### config.mk
export PLATFORM = sky130hd
export DESIGN_NAME = switch_debouncer
export DESIGN_NICKNAME = d
export VERILOG_FILES = /design/src/rtl/switch_debouncer.sv
export SDC_FILE = /design/constraint.sdc
export NUM_CORES = 1
export LEC_CHECK = 0
export CORE_ASPECT_RATIO = 1.1
export CORE_MARGIN = 2
export CORE_UTILIZATION = 60
export DETAILED_ROUTE_END_ITERATION = 16
export GPL_TIMING_DRIVEN = 0
export PLACE_DENSITY_LB_ADDON = 0.25
export SLEW_MARGIN = 20
export SYNTH_ARGS = -nofsm -noshare
export SYNTH_HDL_FRONTEND = slang
export SYNTH_SLANG_ARGS = --single-unit
export TNS_END_PERCENT = 50
### constraint.sdc
create_clock -name clk -period 2.6 [get_ports clk]
set_input_delay 0.65 -clock clk [delete_from_list [all_inputs] [get_ports clk]]
set_output_delay 0.65 -clock clk [all_outputs]
set_load 0.005 [all_outputs]
### src/rtl/switch_debouncer.sv
// rtl/switch_debouncer.sv - five-channel synchronizer/debouncer with edge pulses
module switch_debouncer #(
   parameter int DEBOUNCE_CYCLES = 1000000,
   parameter int CNT_W           = 20
) (
   input  logic       clk,
   input  logic       rst_btn,
   input  logic [3:0] sw_raw,
   input  logic       btn_raw,
   output logic [3:0] sw_clean,
   output logic [3:0] sw_rise,
   output logic [3:0] sw_fall,
   output logic       sw_changed,
   output logic       step_pulse
);

   localparam int NCH = 5;
   localparam logic [CNT_W-1:0] TERMINAL = CNT_W'(DEBOUNCE_CYCLES - 1);

   typedef enum logic {STABLE, PENDING} state_t;

   state_t           state_q [NCH];
   state_t           state_d [NCH];
   logic [CNT_W-1:0] cnt_q   [NCH];
   logic [CNT_W-1:0] cnt_d   [NCH];

   logic [NCH-1:0] sync1;
   logic [NCH-1:0] syncd;
   logic [NCH-1:0] clean_q;
   logic [NCH-1:0] clean_d;
   logic [NCH-1:0] rise_d;
   logic [NCH-1:0] fall_d;
   logic [NCH-1:0] rise_q;
   logic [NCH-1:0] fall_q;
   logic [NCH-1:0] mismatch;
   logic           changed_q;

   assign mismatch = syncd ^ clean_q;

   // Channel 4 is the step button; it only drives step_pulse.
   always_ff @(posedge clk or negedge rst_btn) begin
      if (!rst_btn) begin
         sync1     <= '0;
         syncd     <= '0;
         clean_q   <= '0;
         rise_q    <= '0;
         fall_q    <= '0;
         changed_q <= 1'b0;
         for (int i = 0; i < NCH; i++) begin
            state_q[i] <= STABLE;
            cnt_q[i]   <= '0;
         end
      end else begin
         sync1     <= {btn_raw, sw_raw};
         syncd     <= sync1;
         clean_q   <= clean_d;
         rise_q    <= rise_d;
         fall_q    <= fall_d;
         changed_q <= |(rise_d[3:0] | fall_d[3:0]);
         for (int i = 0; i < NCH; i++) begin
            state_q[i] <= state_d[i];
            cnt_q[i]   <= cnt_d[i];
         end
      end
   end

   // A mismatch seen in STABLE already counts as the first cycle of the window,
   // so DEBOUNCE_CYCLES=1 accepts straight from STABLE.
   always_comb begin
      clean_d = clean_q;
      rise_d  = '0;
      fall_d  = '0;
      for (int i = 0; i < NCH; i++) begin
         state_d[i] = state_q[i];
         cnt_d[i]   = cnt_q[i];
         if (!mismatch[i]) begin
            state_d[i] = STABLE;
            cnt_d[i]   = '0;
         end else if (cnt_q[i] == TERMINAL) begin
            state_d[i] = STABLE;
            cnt_d[i]   = '0;
            clean_d[i] = syncd[i];
            rise_d[i]  = syncd[i];
            fall_d[i]  = ~syncd[i];
         end else begin
            state_d[i] = PENDING;
            cnt_d[i]   = cnt_q[i] + CNT_W'(1);
         end
      end
   end

   assign sw_clean   = clean_q[3:0];
   assign sw_rise    = rise_q[3:0];
   assign sw_fall    = fall_q[3:0];
   assign sw_changed = changed_q;
   assign step_pulse = rise_q[4];

endmodule

=== Yosys cells after proc, flatten, opt, wreduce, memory -nomap -nowiden ===
Cells that the tools add are included.

* Bitwise gates (word level): 6
* Add/sub/neg operators: 5
* Muxes and demuxes: 28
* Reduce and logical (&&, ||, !) cells: 6
* Equal/unequal tests: 5

{| class="wikitable"
|+ Operator list
! operator !! count
|-
| 20-bit two-way mux || 10
|-
| 20-bit by 1-bit adder with 20-bit output (second input constant) || 5
|-
| 20-bit equality test (second input constant) || 5
|-
| 1-bit two-way mux || 18
|-
| 2-bit AND reduction || 5
|-
| 5-bit XOR || 1
|-
| 1-bit NOT || 4
|-
| 4-bit OR || 1
|-
| 4-bit OR reduction || 1
|}

* Input bits: 7
* Output and inout bits: 14
* Logic and storage cells: 65
* Register bits: 125

=== Longest topological paths before layout ===
Gate-level depths: netlist of run 1.

* Word-level depth: 5
* Depth in mapped cells: 8
* Depth with buffers taken out: 6

=== Worst setup path after synthesis of run 1 ===
Ideal clock, no wire load.

* Kind: flip-flop to flip-flop
* Start: reg cnt_q[80] (netlist bit)
* End: reg cnt_q[92] (netlist bit)
* Buffers on the path: 1
* Setup time: 0.119 ns
* Stages on the path, launching flop included: 8
* Required time: 2.481 ns
* Slack: 0.995 ns
* Arrival: 1.486 ns
* Clock period less this slack: 1.605 ns
* Cells stage by stage: dfrtp_1 > ha_1 > nand3_2 > or2_2 > clkbuf_1 > nor3_1 > xnor2_1 > nor2_1

{| class="wikitable"
|+ RTL lines
! element !! RTL line !! source
|-
| from (decl) || 24 || <nowiki>logic [CNT_W-1:0] cnt_q [NCH];</nowiki>
|-
| from (signal, indexed assignment) || 62 || <nowiki>cnt_q[i] <= cnt_d[i];</nowiki>
|}

=== Worst setup path in the final report of run 1 ===
* Start: reg clean_q[1]
* End: out sw_clean[1]

{| class="wikitable"
|+ RTL lines
! element !! RTL line !! source
|-
| from (decl) || 29 || <nowiki>logic [NCH-1:0] clean_q;</nowiki>
|-
| from (signal assigned) || 56 || <nowiki>clean_q <= clean_d;</nowiki>
|-
| to (decl) || 10 || <nowiki>output logic [3:0] sw_clean,</nowiki>
|}

No word-level cell between the ends.

==> impl_metrics.yaml, run 1 <==
critical_path:
  r2r-start: "cnt_q[20]"
  reg2reg_slack_ns: 0.61
  path_depth: 2
  crit_slowest_cell: "clkdlybuf4s50_1"
  reg2reg_depth: 7
  cp_num_buf_inv: 2
  start_kind: "flip-flop"
  cp_cell_sequence: "buf_4, clkdlybuf4s50_1"
  slowest_delay_ns: 0.49
  path_delay_family: "buffers and inverters"
  critPathKind: "reg2out"
  worstPathMaxFanout: 6
  cp.required_ns: 1.95
  end_kind: "primary output"
  endpoint: "sw_clean[1]"
  crit_start: "clean_q[1]"
  rr_endpoint: "cnt_q[20]"
  cp.arrival_ns: 1.61
pwr:
  seqPwrFrac: 0.455
  p_sw_uw: 931.2
  swShare: 0.2114
  p_leak_nw: 2.911
  ir_worst_vdd_uv: 485.0
  power_frac_comb: 0.027
  power_density_nw_per_um2: 658.9
  p_clk_frac: 0.518
  internal_power_mw: 3.473
placement:
  place.gp.congestion: 0.7981
  place_area_um2: 6100
  io_buffers: 20
  dpl.hpwl_um: 6819
floorplan:
  ioPinCount: 21
  die_area_um2: 10340
  fp.dieH_um: 106.4
  die_width_um: 97.13
  core_um2: 9305
  initial_core_util: 0.6152
  fp-row-count: 37
sta:
  holdWs_ns: 0.1434
  relSlewSlack: 0.5447
  rsz0062_at_grt: "no"
  worst_pin_slew_ns: 0.6830
  min_period_ns: 2.259
  finalCritPeriodShare: 0.8688
  fmax_ghz: 0.4427
  fin_skew_ns: 0.006384
  finalSetupViolations: 0
  maxSlewViolCount: 0
  hold_viol_final: 0
final_layout:
  syn_to_final_growth_pct: 16.79
  final_cell_area_um2: 6685
  layout.nets: 596
  drive_above_1_share: 0.1156
  num_antenna_cells: 0
  multi_input_area_um2: 2486
  num-fill-cells: 624
  register_area_um2: 3128
run_status:
  outcome: "completed"
yosys:
  synth_top_family_by_area: "simple AND/OR/NAND/NOR gates"
  avgSynthCellArea_um2: 10.52
  synth_edf_count: 0
  synthCells: 544
  yosys_warnings: 0
  synth_cell_types: 41
  synth_mux_area_frac: 0.007869
  synth-seq-cells: 125
  synth_nets: 556
  synthSimpleGateAreaFrac: 0.2619
  synth_xor_area_frac: 0.1454
  synthAdderAreaFrac: 0.01093
  synth_ff_type: "dfrtp_1"
  synth_top_area_frac: 0.5464
  synth-compound-area-share: 0.008306
  syn_area_um2: 5724
  synth.most_common_cell: "dfrtp_1"
  async_reset_ff_frac: 1.000
  synth_area_leader_cell: "dfrtp_1"
  ys_seq_area_frac: 0.5464
  synthTopCellsByArea: "dfrtp_1 55%, xor2_1 9.0%, nor2_1 7.2%"
  synth_common_cells: "125 x dfrtp_1, 110 x nor2_1, 59 x xor2_1"
hold_path:
  hp-class: "in2async"
detailed_routing:
  vias: 3985
  drc: 0
  firstDrtPassIters: 4
  routed_via_density: 5.581
  wirelength_um: 10520
  wl_per_cell_um: 14.73
  drt_iter0_markers: 166
  postRouteAntennaNets: 0
clocking:
  clock_latency_ns: 0.52
  clockBufferDepth: 2
  clkSinkCount: 125
  clkTransAtPathRegs_ns: 0.06
  holdBufCountCts: 0
  cts_tree: "built"
  postCtsResizedCells: 0
  cts_buffers: 17
  post_cts_buffers: 0
  htreeDepth: 4
  clk_root_buffer_cell: "clkbuf_8"
global_routing:
  overflow: 0
  grt_pass1_vias: 4076
  grt_pass1_wl_um: 18370
  grt_max_degree: 76
  grt_usage: 0.2236
  antenna_found_initial: 0
flow_run:
  maxCapViolCount: 0
-- metrics by stage --
| step | total power, mW | instances | setup WS, ns | TNS, ns | util |
|---|---|---|---|---|---|
| finish | 4.405 | 714 | 0.3410 | 0 | 0.7184 |
| global route | 4.555 | 714 | 0.2684 | 0 | 0.7184 |
| CTS | 4.442 | 714 | 0.3214 | 0 | 0.7184 |
| detailed placement | 2.160 | 682 | 0.6233 | 0 | 0.6555 |
| global placement | 2.151 | 681 | -3.826 | -477.30 | 0.6524 |
| floorplan | 2.087 | 544 | 0.9953 | 0 | - |
-- state kept, by name, summed over array words and instances (netlist names) --
register    flops
clean_q         5
cnt_q         100
fall_q          4
rise_q          5
sw_changed      1
sync1           5
syncd           5
-- cells in the final DEF (no fill, tap or decap), types with 2 or more instances in the layout --
cell type	n
clkbuf_8	5
a21oi_1	3
buf_4	8
clkinvlp_4	5
nand2_1	36
clkinv_2	3
clkdlybuf4s50_1	19
clkbuf_16	16
ha_1	5
nor4_1	7
nor4b_1	4
mux2_2	4
buf_2	3
bufinv_16	2
o21ai_0	3
nor2_1	110
inv_1	4
nand4_2	2
xnor2_1	36
nor3_1	11
or3_1	4
dfrtp_1	125
and4_1	4
nor4_2	2
nor3b_1	10
xor2_1	59
and2_1	2
nand2_2	4
buf_6	2
and3_1	16
clkbuf_1	2
nand3_2	4
nand4_1	23
nand3_1	40
-- kinds of logic after synthesis --
kind of cell | after synthesis
buffers and inverters | 18
xor gates and xnor gates | 95
muxes | 4
adders and majority gates | 5
and+or+nand+nor | 289
AOI/OAI and AO/OA | 8
DFF | 125
-- layer usage --
layer	wire (um)	vias to the layer above	share of wire	track usage
li1	-	1929	-	-
met1	4644	1936	0.44	0.2722
met2	5208	94	0.50	0.3725
met3	459	26	0.044	0.07101
met4	205	0	0.019	0.08954
met5	0	-	0	0
-- worst min-delay path by stage --
stage / cells after the start / from / to
after CTS: 1 / rst_btn / cnt_q[57]
after detailed placement: 0 / sync1[0] / syncd[0]
after global routing: 1 / rst_btn / cnt_q[57]
after global placement: 0 / sync1[1] / syncd[1]
after floorplan: 0 / sync1[0] / syncd[0]
final: 1 / rst_btn / cnt_q[57]
-- cell type report --
cell class                 instances  area share
tap                              117     0.02190
inverter                           4    0.002246
clock buffer                      22     0.07075
buffer                            14     0.01422
sequential                       125      0.4679
timing repair buffer              21     0.03425
clock inverter                    10     0.01684
multi-input combinational        401      0.3719
-- worst reg2reg max path, delay by kind of cell (launching register included) --
family	cells	cell delay [ns]
AND/OR/NAND/NOR	5	1.01
flip-flops	1	0.42
adder cells (fa/ha/maj)	1	0.23
buffers and inverters	1	0.21
-- power groups by stage --
stage               combinational, mW  sequential, mW  clock (mW)
global placement                0.115            2.04           0
global route                    0.141            2.01        2.41
detailed placement              0.124            2.04           0
floorplan                      0.0564            2.03           0
CTS                             0.125            2.00        2.32
finish                          0.120            2.00        2.28
No activity file was read; power rests on OpenSTA's default activity.
==> inputs of run 2 (changes only) <==
--- a/config.mk
+++ b/config.mk
@@ -5,12 +5,15 @@
 export SDC_FILE = /design/constraint.sdc
 export NUM_CORES = 1
 export LEC_CHECK = 0
+export CAP_MARGIN = 25
 export CORE_ASPECT_RATIO = 1.1
 export CORE_MARGIN = 2
 export CORE_UTILIZATION = 60
 export DETAILED_ROUTE_END_ITERATION = 16
+export GPL_ROUTABILITY_DRIVEN = 0
 export GPL_TIMING_DRIVEN = 0
 export PLACE_DENSITY_LB_ADDON = 0.25
+export REMOVE_ABC_BUFFERS = 1
 export SLEW_MARGIN = 20
 export SYNTH_ARGS = -nofsm -noshare
 export SYNTH_HDL_FRONTEND = slang
==> impl_metrics.yaml, run 2 (synthesis results as in run 1) <==
sta:
  finalCritPeriodShare: 0.8247
  finalSetupViolations: 0
  fmax_ghz: 0.4663
  relSlewSlack: 0.5866
  hold_viol_final: 0
  min_period_ns: 2.144
  setup_slack_ns: 0.4557
  tns_ns: 0
  maxSlewViolCount: 0
  worst_pin_slew_ns: 0.6154
  rsz0062_at_grt: "no"
  fin_skew_ns: 0.01276
final_layout:
  layout.nets: 582
  finish.utilization: 0.7039
  most-common-layout-cells: "125 x dfrtp_1, 110 x nor2_1, 59 x xor2_1, 40 x nand3_1"
  syn_to_final_growth_pct: 14.43
  drive_above_1_share: 0.08950
  stdcell_count: 698
  num-fill-cells: 690
  num_antenna_cells: 0
  final_cell_area_um2: 6550
  top_register: "cnt_q"
  register_area_um2: 3128
  multi_input_area_um2: 2486
  largest_register_ffs: 100
  final_common_cell: "dfrtp_1"
critical_path:
  cp_cell_sequence: "clkdlybuf4s50_1"
  start_kind: "flip-flop"
  slowest_delay_ns: 0.54
  cp_num_buf_inv: 1
  path_delay_family: "buffers and inverters"
  crit_slowest_cell: "clkdlybuf4s50_1"
  end_kind: "primary output"
  worstPathMaxFanout: 6
  cp.arrival_ns: 1.49
  critPathKind: "reg2out"
  cp.required_ns: 1.95
clocking:
  clkTransAtPathRegs_ns: 0.05
  clockBufferDepth: 2
  clock_latency_ns: 0.52
  holdBufCountCts: 0
  cts_tree: "built"
  cts_buffers: 17
  post_cts_buffers: 0
  postCtsResizedCells: 0
  clk_root_buffer_cell: "clkbuf_8"
  htreeDepth: 4
  clkSinkCount: 125
detailed_routing:
  routed_via_density: 5.490
  firstDrtPassIters: 4
  wirelength_um: 9667
  drc: 0
  vias: 3832
  postRouteAntennaNets: 0
  wl_per_cell_um: 13.85
  drt_iter0_markers: 213
pwr:
  p_leak_nw: 2.839
  ir_worst_vdd_uv: 411.8
  power_density_nw_per_um2: 653.1
run_status:
  outcome: "completed"
floorplan:
  initial_core_util: 0.6152
  ioPinCount: 21
  core_um2: 9305
  fp-row-count: 37
  die_width_um: 97.13
  fp.dieH_um: 106.4
  die_area_um2: 10340
placement:
  dpl.hpwl_um: 6425
  placed_cells: 668
  place_area_um2: 6005
  pre_cts_ws_ns: 0.7006
  io_buffers: 20
global_routing:
  overflow: 0
  antenna_found_initial: 0
  grt_usage: 0.2087
  grt_max_degree: 64
  grt_pass1_wl_um: 17340
  grt_pass1_vias: 3849
flow_run:
  maxCapViolCount: 0
hold_path:
  hp-class: "in2async"
==> run 2: cell types whose count changed in the layout (fill, tap and decap cells not counted), sizes merged <==
cell and delta:
buf -12, clkinvlp -4, clkbuf -2, clkinv +2
==> run 2: final timing paths <==
| path | from | to | slack (ns) | depth (start not counted) |
|---|---|---|---|---|
| max | clean_q[3] | sw_clean[3] | 0.46 | 1 |
| min | rst_btn | cnt_q[17] | 0.11 | 1 |
| max reg2reg | cnt_q[20] | cnt_q[38] | 0.70 | 6 |
| min reg2reg | sync1[3] | syncd[3] | 0.35 | 0 |
| max in group asynchronous | rst_btn | cnt_q[69] | 1.81 | 2 |
| min in group clk | sync1[3] | syncd[3] | 0.35 | 0 |
==> run 2: cell type report <==
class                   instances  share of cell area
repair buffers                 21             0.03496
clock inverters                 8             0.01414
flip-flops and latches        125              0.4776
inverters                       4            0.002292
well taps                     117             0.02235
multi-input cells             401              0.3796
clock buffers                  22             0.06915
==> run 2: metrics by stage <==
stage	hold WS [ns]	power, mW
finish	0.1122	4.278
global route	0.1453	4.438
CTS	0.1189	4.325
detailed placement	0.3386	2.153
global placement	0.3362	2.145
floorplan	0.3312	2.080
==> run 2: where the power goes <==
part | internal, mW | switching (mW) | leakage [nW]
clock network | 1.39 | 0.771 | 0.270
registers | 1.97 | 0.0287 | 1.71
logic | 0.0360 | 0.0762 | 0.858
==> run 2: routing by layer <==
metal / share of wire / global-route usage / vias to the layer above / wire (um)
met1: 0.47 / 0.2650 / 1872 / 4590
met5: 0 / 0 / - / 0
met4: 0.017 / 0.08753 / 0 / 161
li1: - / - / 1898 / -
met2: 0.48 / 0.3373 / 49 / 4636
met3: 0.029 / 0.06114 / 13 / 278
==> run 2: worst reg2reg max path: cells and delay by family, from the launching register on <==
kind                       cells  cell delay (ns)
adders and majority gates      1             0.24
DFF                            1             0.41
and+or+nand+nor                5             1.12
